File: src/rtl/vga_frame_writer_pkg.sv
// Shared types for the VGA frame writer path.
// Writer state enum, pixel/word widths, default frame size.
package vga_pkg;

  localparam int PIXEL_W = 16;
  localparam int WORD_W = 32;
  localparam int DEFAULT_FRAME_WORDS = 19200;

  typedef logic [PIXEL_W-1:0] pixel_t;

  typedef enum logic [1:0] {
    WAIT_SOF,
    LOW,
    HIGH
  } wr_state_e;

endpackage

File: src/rtl/vga_frame_writer_if.sv
// RGB565 pixel stream with valid/ready handshake and SOF marker.
// master drives tdata/tvalid/tuser, slave returns tready.
interface vga_frame_writer_if;
  import vga_pkg::*;

  pixel_t s_tdata;
  logic   s_tvalid;
  logic   s_tuser;
  logic   s_tready;

  modport master (
    output s_tdata, s_tvalid, s_tuser,
    input  s_tready
  );

  modport slave (
    input  s_tdata, s_tvalid, s_tuser,
    output s_tready
  );

endinterface

File: src/rtl/vga_frame_writer.sv
// Packs pixel pairs {odd, even} into 32-bit words for the frame BRAM.
// Ports: clk, reset (async low), enable, stream s, BRAM write port, status.
module vga_frame_writer
  import vga_pkg::*;
#(
  parameter int unsigned FRAME_WORDS = DEFAULT_FRAME_WORDS,
  parameter int unsigned ADDR_WIDTH = 32,
  parameter logic [ADDR_WIDTH-1:0] BASE_ADDR = '0
) (
  input  logic                  clk,
  input  logic                  reset,
  input  logic                  enable,
  vga_frame_writer_if.slave     s,
  output logic [ADDR_WIDTH-1:0] bram_addr,
  output logic [WORD_W-1:0]     bram_dout,
  output logic [3:0]            bram_we,
  output logic                  bram_en,
  output logic                  frame_done,
  output logic [7:0]            sof_err_cnt,
  output logic                  busy
);

  localparam int IDX_W =
    (FRAME_WORDS > 1) ? $clog2(FRAME_WORDS) : 1;
  localparam logic [IDX_W-1:0] LAST_IDX =
    IDX_W'(FRAME_WORDS - 1);

  wr_state_e             state_q, state_d;
  logic [IDX_W-1:0]      idx_q, idx_d;
  pixel_t                lower_q, lower_d;
  logic [ADDR_WIDTH-1:0] addr_q, addr_d;
  logic [WORD_W-1:0]     dout_q, dout_d;
  logic                  we_q, we_d;
  logic                  done_q, done_d;
  logic [7:0]            err_q, err_d;
  logic                  beat;

  assign s.s_tready = enable & reset;
  assign beat = s.s_tvalid & s.s_tready;

  always_comb begin
    state_d = state_q;
    idx_d   = idx_q;
    lower_d = lower_q;
    addr_d  = addr_q;
    dout_d  = dout_q;
    we_d    = 1'b0;
    done_d  = 1'b0;
    err_d   = err_q;
    if (beat && s.s_tuser) begin
      // SOF always restarts; mid-frame it drops the pending pixel
      if (state_q != WAIT_SOF && err_q != 8'hFF)
        err_d = err_q + 8'd1;
      lower_d = s.s_tdata;
      idx_d   = '0;
      state_d = HIGH;
    end else if (beat) begin
      unique case (state_q)
        WAIT_SOF: ;
        LOW: begin
          lower_d = s.s_tdata;
          state_d = HIGH;
        end
        HIGH: begin
          addr_d = BASE_ADDR
                 + (ADDR_WIDTH'(idx_q) << 2);
          dout_d = {s.s_tdata, lower_q};
          we_d   = 1'b1;
          if (idx_q == LAST_IDX) begin
            done_d  = 1'b1;
            idx_d   = '0;
            state_d = WAIT_SOF;
          end else begin
            idx_d   = idx_q + IDX_W'(1);
            state_d = LOW;
          end
        end
        default: state_d = WAIT_SOF;
      endcase
    end
  end

  always_ff @(posedge clk or negedge reset) begin
    if (!reset) begin
      state_q <= WAIT_SOF;
      idx_q   <= '0;
      lower_q <= '0;
      addr_q  <= '0;
      dout_q  <= '0;
      we_q    <= 1'b0;
      done_q  <= 1'b0;
      err_q   <= '0;
    end else begin
      state_q <= state_d;
      idx_q   <= idx_d;
      lower_q <= lower_d;
      addr_q  <= addr_d;
      dout_q  <= dout_d;
      we_q    <= we_d;
      done_q  <= done_d;
      err_q   <= err_d;
    end
  end

  assign bram_addr   = addr_q;
  assign bram_dout   = dout_q;
  assign bram_we     = {4{we_q}};
  assign bram_en     = we_q;
  assign frame_done  = done_q;
  assign sof_err_cnt = err_q;
  assign busy        = (state_q != WAIT_SOF);

endmodule

File: src/flat_wrapper.sv
// flat-port wrapper written by rule: the top's interface ports become plain ports
module vga_frame_writer_flat import vga_pkg::*;
#(
  parameter int unsigned FRAME_WORDS = DEFAULT_FRAME_WORDS,
  parameter int unsigned ADDR_WIDTH = 32,
  parameter logic [ADDR_WIDTH-1:0] BASE_ADDR = '0
)
  (clk, reset, enable, bram_addr, bram_dout, bram_we, bram_en, frame_done, sof_err_cnt, busy, s_s_tdata, s_s_tvalid, s_s_tuser, s_s_tready);
  vga_frame_writer_if s_i ();
  input  logic clk;
  input  logic reset;
  input  logic enable;
  output logic [ADDR_WIDTH-1:0] bram_addr;
  output logic [WORD_W-1:0] bram_dout;
  output logic [3:0] bram_we;
  output logic bram_en;
  output logic frame_done;
  output logic [7:0] sof_err_cnt;
  output logic busy;
  input wire logic [$bits(s_i.s_tdata)-1:0] s_s_tdata;
  input wire logic [$bits(s_i.s_tvalid)-1:0] s_s_tvalid;
  input wire logic [$bits(s_i.s_tuser)-1:0] s_s_tuser;
  output wire logic [$bits(s_i.s_tready)-1:0] s_s_tready;
  assign s_i.s_tdata = s_s_tdata;
  assign s_i.s_tvalid = s_s_tvalid;
  assign s_i.s_tuser = s_s_tuser;
  assign s_s_tready = s_i.s_tready;
  vga_frame_writer #(.FRAME_WORDS(FRAME_WORDS), .ADDR_WIDTH(ADDR_WIDTH), .BASE_ADDR(BASE_ADDR)) u_core (.clk(clk), .reset(reset), .enable(enable), .s(s_i), .bram_addr(bram_addr), .bram_dout(bram_dout), .bram_we(bram_we), .bram_en(bram_en), .frame_done(frame_done), .sof_err_cnt(sof_err_cnt), .busy(busy));
endmodule
File: config.mk
export PLATFORM = sky130hd
export DESIGN_NAME = vga_frame_writer_flat
export DESIGN_NICKNAME = d
export VERILOG_FILES = /design/src/rtl/vga_frame_writer_pkg.sv /design/src/rtl/vga_frame_writer_if.sv /design/src/rtl/vga_frame_writer.sv /design/src/flat_wrapper.sv
export SDC_FILE = /design/constraint.sdc
export NUM_CORES = 1
export LEC_CHECK = 0
export BUFFER_PORTS_ARGS = -buffer_cell sky130_fd_sc_hd__buf_2
export CAP_MARGIN = 20
export CORE_ASPECT_RATIO = 1.2
export CORE_MARGIN = 2
export CORE_UTILIZATION = 50
export CTS_BUF_LIST = sky130_fd_sc_hd__clkbuf_8
export DETAILED_ROUTE_END_ITERATION = 8
export GPL_TIMING_DRIVEN = 0
export MAX_ROUTING_LAYER = met4
export PLACE_DENSITY_LB_ADDON = 0.25
export RECOVER_POWER = 50
export SLEW_MARGIN = 20
export SYNTH_ARGS = -nofsm -noshare
export SYNTH_HDL_FRONTEND = slang
export SYNTH_SLANG_ARGS = --single-unit
File: constraint.sdc
create_clock -name clk -period 1.6 [get_ports clk]
set_input_delay 0.32 -clock clk [delete_from_list [all_inputs] [get_ports clk]]
set_output_delay 0.32 -clock clk [all_outputs]
set_load 0.01 [all_outputs]
# After elaboration in Yosys (flattened, before gate mapping)
# Cells that the tools add are included.
[word_totals] ff_bits=90 out_inout_bits=80
[op_classes] n_addsub=2 eq_ne=5 muxes=18 bitwise_logic=3 reduce_logical=12
[op_table] cell="15-bit two-way mux" count=4
[op_table] cell="16-bit two-way mux" count=3
[op_table] cell="15-bit by 1-bit adder with 15-bit output, second input constant" count=1
[op_table] cell="15-bit == test, second input constant" count=1
[op_table] cell="8-bit by 1-bit adder with 8-bit output, second input constant" count=1
[op_table] cell="1-bit two-way mux" count=8
[op_table] cell="8-bit != test, second input constant" count=1
[op_table] cell="2-bit AND reduction" count=4
[op_table] cell="2-bit nonzero test" count=4
[op_table] cell="2-bit case mux with 3 select lines" count=1
[op_table] cell="2-bit two-way mux" count=2
[op_table] cell="3-bit AND reduction" count=1
[op_table] cell="1-bit AND" count=2
[op_table] cell="2-bit by 1-bit == test with 1-bit output, second input constant" count=1
[op_table] cell="2-bit == test, second input constant" count=1
[op_table] cell="1-bit logical AND" count=2
[op_table] cell="2-bit logical NOT" count=1
[op_table] cell="2-bit by 1-bit != test with 1-bit output, second input constant" count=1
[op_table] cell="1-bit inverter" count=1

# Logic depth before layout (Yosys ltp)
[depth] depth_word=5 depth_mapped=7 ltp_nobuf=5

# Worst setup path after synthesis
# Ideal clock, no wire load.
[synth_path] kind="flip-flop to flip-flop" start="register u_core.err_q[0] (netlist: u_core.sof_err_cnt[0])" end="register u_core.err_q[1] (netlist: u_core.sof_err_cnt[1])" setup_time_ns=0.125 t_arrival_ns=1.705 required_ns=1.475 slack_ns=-0.230 path_stages_with_launch=5 path_cell_list="dfrtp_1 > ha_1 > and3_1 > a311oi_2 > mux2_2"
[synth_via] elab_chain_len=3 word_cells_on_any_way=4 cone_classes="1 x add/sub; 1 x eq/ne; 2 x reduce/logical"
[synth_lines] item="start, declared" line_no="vga_frame_writer.sv:35" text="logic [7:0] err_q, err_d;"
[synth_lines] item="start signal, assigned" line_no="vga_frame_writer.sv:101" text="err_q <= err_d;"
[synth_lines] item="branches (longest 3 deep; another with 8-bit by 1-bit adder with 8-bit output)"
# Parallel ways; which one is timed is not known.
# A chain may end at the register's enable or synchronous reset.

# Final worst setup path
[layout_path] start="register u_core.state_q[0]" end="register u_core.dout_q[8] (netlist: u_core.bram_dout[8])"
[layout_via] elab_chain_len=2
[layout_lines] item="start, declared" line_no="vga_frame_writer.sv:28" text="wr_state_e state_q, state_d;"
[layout_lines] item="start signal, assigned" line_no="vga_frame_writer.sv:94" text="state_q <= state_d;"
[layout_lines] item="2-bit == test" line_no="vga_frame_writer.sv:58" text="unique case (state_q)"
[layout_lines] item="3-bit AND reduction (no line)"
[layout_lines] item="end signal, assigned" line_no="vga_frame_writer.sv:98" text="dout_q <= dout_d;"
[layout_lines] item="end, declared" line_no="vga_frame_writer.sv:32" text="logic [WORD_W-1:0] dout_q, dout_d;"
# No other way between the ends.

==> impl_results.md <==
- Outcome: finished with violations
- Failing checks: negative setup slack
- Relative slew slack: 0.508
- Yosys warns: 0
- Antenna diode count: 0
- Max-cap violations: 0
- Required @ worst endpoint: 1.87 ns
- Slew @ Worst Pin: 0.738 ns
- Post-synth EDFFs: 0
- RD Place Congestion: 0.875
- # DRC: 0
- RSZ-0062 raised after global routing: true
- DIE WIDTH: 86.9 microns
- Synth top area cells: dfrtp_1 55%, nand2_1 13%, mux2_2 4.6%, buf_4 4.2%, a211oi_2 1.8%
- Synth Instances: 401
- Final min period: 1.68 ns
- CTS buffer count: 9
- Vias: 3313
- Worst-path fanout max: 10
- DP HPWL: 6130 microns
- Final non-filler cell total: 631
- Peak VDD IR: 855 uV
- Max incr delay on CP: 0.40 ns
- Register-to-Register Setup Slack: -0.08 ns
- Clock transition at the registers of the reported paths: 0.09 ns
- Final antenna-violating net count: 0
- Final Hold Fails: 0
- Final nets: 554
- Via density per instance: 5.25
- Skew-Pair Late Insertion Delay: 0.38 ns
- Synth area leader: dfrtp_1
- Htree depth: 3
- Worst r2r src: u_core.state_q[0]$_DFFE_PN0P_
- Area growth from synthesis to layout: 30.6%
- DP Cell Count: 596
- Fraction of layout cells with a size suffix above 1: 0.418
- GRT Util Overall: 0.221
- DRT iter0 DRCs: 212
- Detailed-router iteration count before antenna repair: 5
- Fillers: 651
- Endpoints failing setup: 67
- Pwr Density: 1100 nW/um^2
- Max Buffers Root-to-Sink: 2
- Port-buffer cells: 83
- Share of Yosys cell area claimed by the top area cell type: 0.546
- CTS tree: built
- Reg-to-Reg End: u_core.bram_dout[8]$_DFFE_PN0P_
- Post-route cell area: 5390 sq um
- CP Capture Type: register
- DP Area: 4800 sq um
- Wire length per cell: 14.6 microns
- Count of pins over their slew limit: 0
- Largest net degree at the start of global routing: 83
- Asr flop ratio synth: 1.00
- Most Frequent Cell on Critical Path: nand2_1
- Clock Root Buffer: clkbuf_8
- Fmax achieved: 595 MHz
- Critical path arrival: 1.95 ns
- Worst Skew: 0.00895 ns
- Worst R2R Path Depth: 7
- Synth Flop Type: dfrtp_1
- Worst hold path class: primary input to register
- Die outline height: 103 microns
- Initial antenna violation count: 0
- Final Util: 0.668
- Vias in the first global route: 3091
- Top Ports: 101
- Dpl ws: -0.231 ns
- Post-Syn Area: 4120 sq um
- Total Wirelength: 9220 microns
- Static Leak: 2.81 nW
- Worst Setup EP: u_core.bram_dout[8]$_DFFE_PN0P_
- First-pass GRT wire length: 14800 microns
- CP startpoint kind: register
- CP startpoint: u_core.state_q[0]$_DFFE_PN0P_
- Die footprint: 8990 sq um
- Initial Utilization: 0.511
- Distinct cells, synth: 56
- Grt ovf: 0
- Slowest-stage cell, CP: dfrtp_1
- CP Depth: 7
- Crit Path Category: register to register
- Clock sinks: 90
- Fin worst setup slack: -0.0817 ns
- Register area share after synthesis: 0.546
- Final hold slack: 0.146 ns
- FP Rows: 36
- Kind of cell adding the most delay to the critical path: simple AND/OR/NAND/NOR gates
- Core Box Area: 8060 sq um
- Crit-path cells: or3b_4, or2_1, buf_6, buf_12, buf_8, nand2_1, nand2_1
- Avg Cell Area, Syn: 10.3 sq um
- CP Buf/Inv Count: 3
- Post-synthesis register bit count: 90
- Tcrit/Tclk final: 1.05
[cell families (layout without fill, tap and decap cells)]
| kind of cell | after synthesis | after routing | share of synthesized area |
|---|---|---|---|
| AOI/OAI and AO/OA | 45 | 45 | 0.0944 |
| xor gates and xnor gates | 7 | 7 | 0.0149 |
| adders and majority gates | 2 | 2 | 0.00607 |
| buffers and inverters | 44 | 163 | 0.0731 |
| DFF | 90 | 90 | 0.546 |
| muxes | 18 | 18 | 0.0491 |
| other | 1 | 17 | 0.000909 |
| and+or+nand+nor | 194 | 194 | 0.215 |
[synth_stat cells (all sizes together), types with 2 or more instances]
cell type / number
o21a: 2
o21ai: 11
xnor2: 5
o31ai: 2
ha: 2
nor4: 5
nand2: 146
dfrtp: 90
nand3: 8
a21o: 5
and3: 5
or4: 3
or2: 2
a221oi: 4
mux2: 18
xor2: 2
or3: 2
buf: 37
a21oi: 2
nor3: 3
inv: 6
nand4: 5
o22a: 3
and2: 2
nor2: 4
and4: 3
nor2b: 2
a211oi: 7
[worst min path at each step]
stage	cells past startpoint	start	slack (ns)	end
6_report	3	s_s_tdata[7]	0.15	u_core.bram_dout[23]$_DFFE_PN0P_
5_1_grt	3	s_s_tdata[12]	0.13	u_core.bram_dout[28]$_DFFE_PN0P_
4_1_cts	3	s_s_tdata[7]	0.14	u_core.bram_dout[23]$_DFFE_PN0P_
3_5_place_dp	1	reset	0.14	u_core.bram_addr[15]$_DFFE_PN0P_
3_3_place_gp	2	u_core.lower_q[8]$_DFFE_PN0P_	0.44	u_core.bram_dout[8]$_DFFE_PN0P_
2_1_floorplan	0	reset	0.02	u_core.bram_addr[10]$_DFFE_PN0P_
[power breakdown]
group	internal (mW)	switching [mW]	total, mW	leakage [nW]
clock network	0.732	0.860	1.59	0.0998
logic	0.659	0.693	1.35	1.54
registers	2.72	0.272	2.99	1.17
[per-stage QoR]
| step | power [mW] | setup TNS (ns) |
|---|---|---|
| floorplan | 3.66 | -0.177 |
| global placement | 4.16 | -228.77 |
| detailed placement | 4.23 | -13.29 |
| CTS | 5.92 | -3.02 |
| global route | 6.26 | -8.90 |
| finish | 5.93 | -3.55 |
[placed cells by master, fill, tap and decap left out, types with 3 or more instances in the layout]
| cell | netlist | layout |
|---|---|---|
| buf_6 | 5 | 12 |
| nand4_1 | 4 | 4 |
| inv_1 | 6 | 6 |
| a21o_1 | 5 | 5 |
| dfrtp_2 | 0 | 10 |
| o21ai_2 | 2 | 3 |
| nand2_2 | 0 | 8 |
| clkinv_4 | 0 | 4 |
| mux2_2 | 17 | 16 |
| and4_1 | 3 | 3 |
| or4_1 | 3 | 3 |
| o22a_1 | 3 | 3 |
| nand2_1 | 146 | 138 |
| and3_1 | 5 | 4 |
| dfrtp_1 | 90 | 80 |
| buf_4 | 23 | 39 |
| buf_12 | 0 | 3 |
| conb_1 | 1 | 17 |
| buf_2 | 9 | 81 |
| nand3_1 | 6 | 5 |
| buf_8 | 0 | 3 |
| a221oi_2 | 3 | 3 |
| a211oi_2 | 6 | 6 |
| o21ai_1 | 6 | 5 |
| nor2_1 | 4 | 3 |
| clkbuf_8 | 0 | 9 |
| xnor2_1 | 5 | 4 |
[cell type report]
type,count,area (sq um),area share
multi-input cells,283,1810,0.336
inverters,7,31.3,0.00581
clock buffers,9,124,0.0230
well taps,95,119,0.0221
clock inverters,7,77.6,0.0144
plain buffers,37,364,0.0676
repair buffers,103,594,0.110
flip-flops and latches,90,2260,0.420
[worst register-to-register path: cells and delay by family, from the launching register on]
| family | cells | cell delay (ns) |
|---|---|---|
| buffers and inverters | 3 | 0.45 |
| AND/OR/NAND/NOR | 4 | 0.73 |
| flip-flops | 1 | 0.40 |
[repair_timing]
item                                    in CTS  in global routing
endpoints found under the setup margin      80                 81
buffers inserted                            14                  3
pin swaps                                    6                  5
endpoints found under the hold margin        8                  0
hold buffers                                 2                  0
gates resized for setup                     36                 25
[routing by layer]
layer | vias up | track usage | part of all wire
li1 | 1582 | - | -
met4 | 0 | 0.102 | 0.026
met3 | 18 | 0.0571 | 0.056
met5 | - | - | 0
met1 | 1607 | 0.270 | 0.42
met2 | 106 | 0.344 | 0.50
[state kept, by name, summed over array words and instances (netlist names)]
signal,count
u_core.sof_err_cnt,8
u_core.state_q,2
u_core.bram_dout,32
u_core.idx_q,15
u_core.frame_done,1
u_core.lower_q,16
u_core.bram_addr,15
u_core.bram_en,1
No activity file was read; power rests on OpenSTA's default activity.
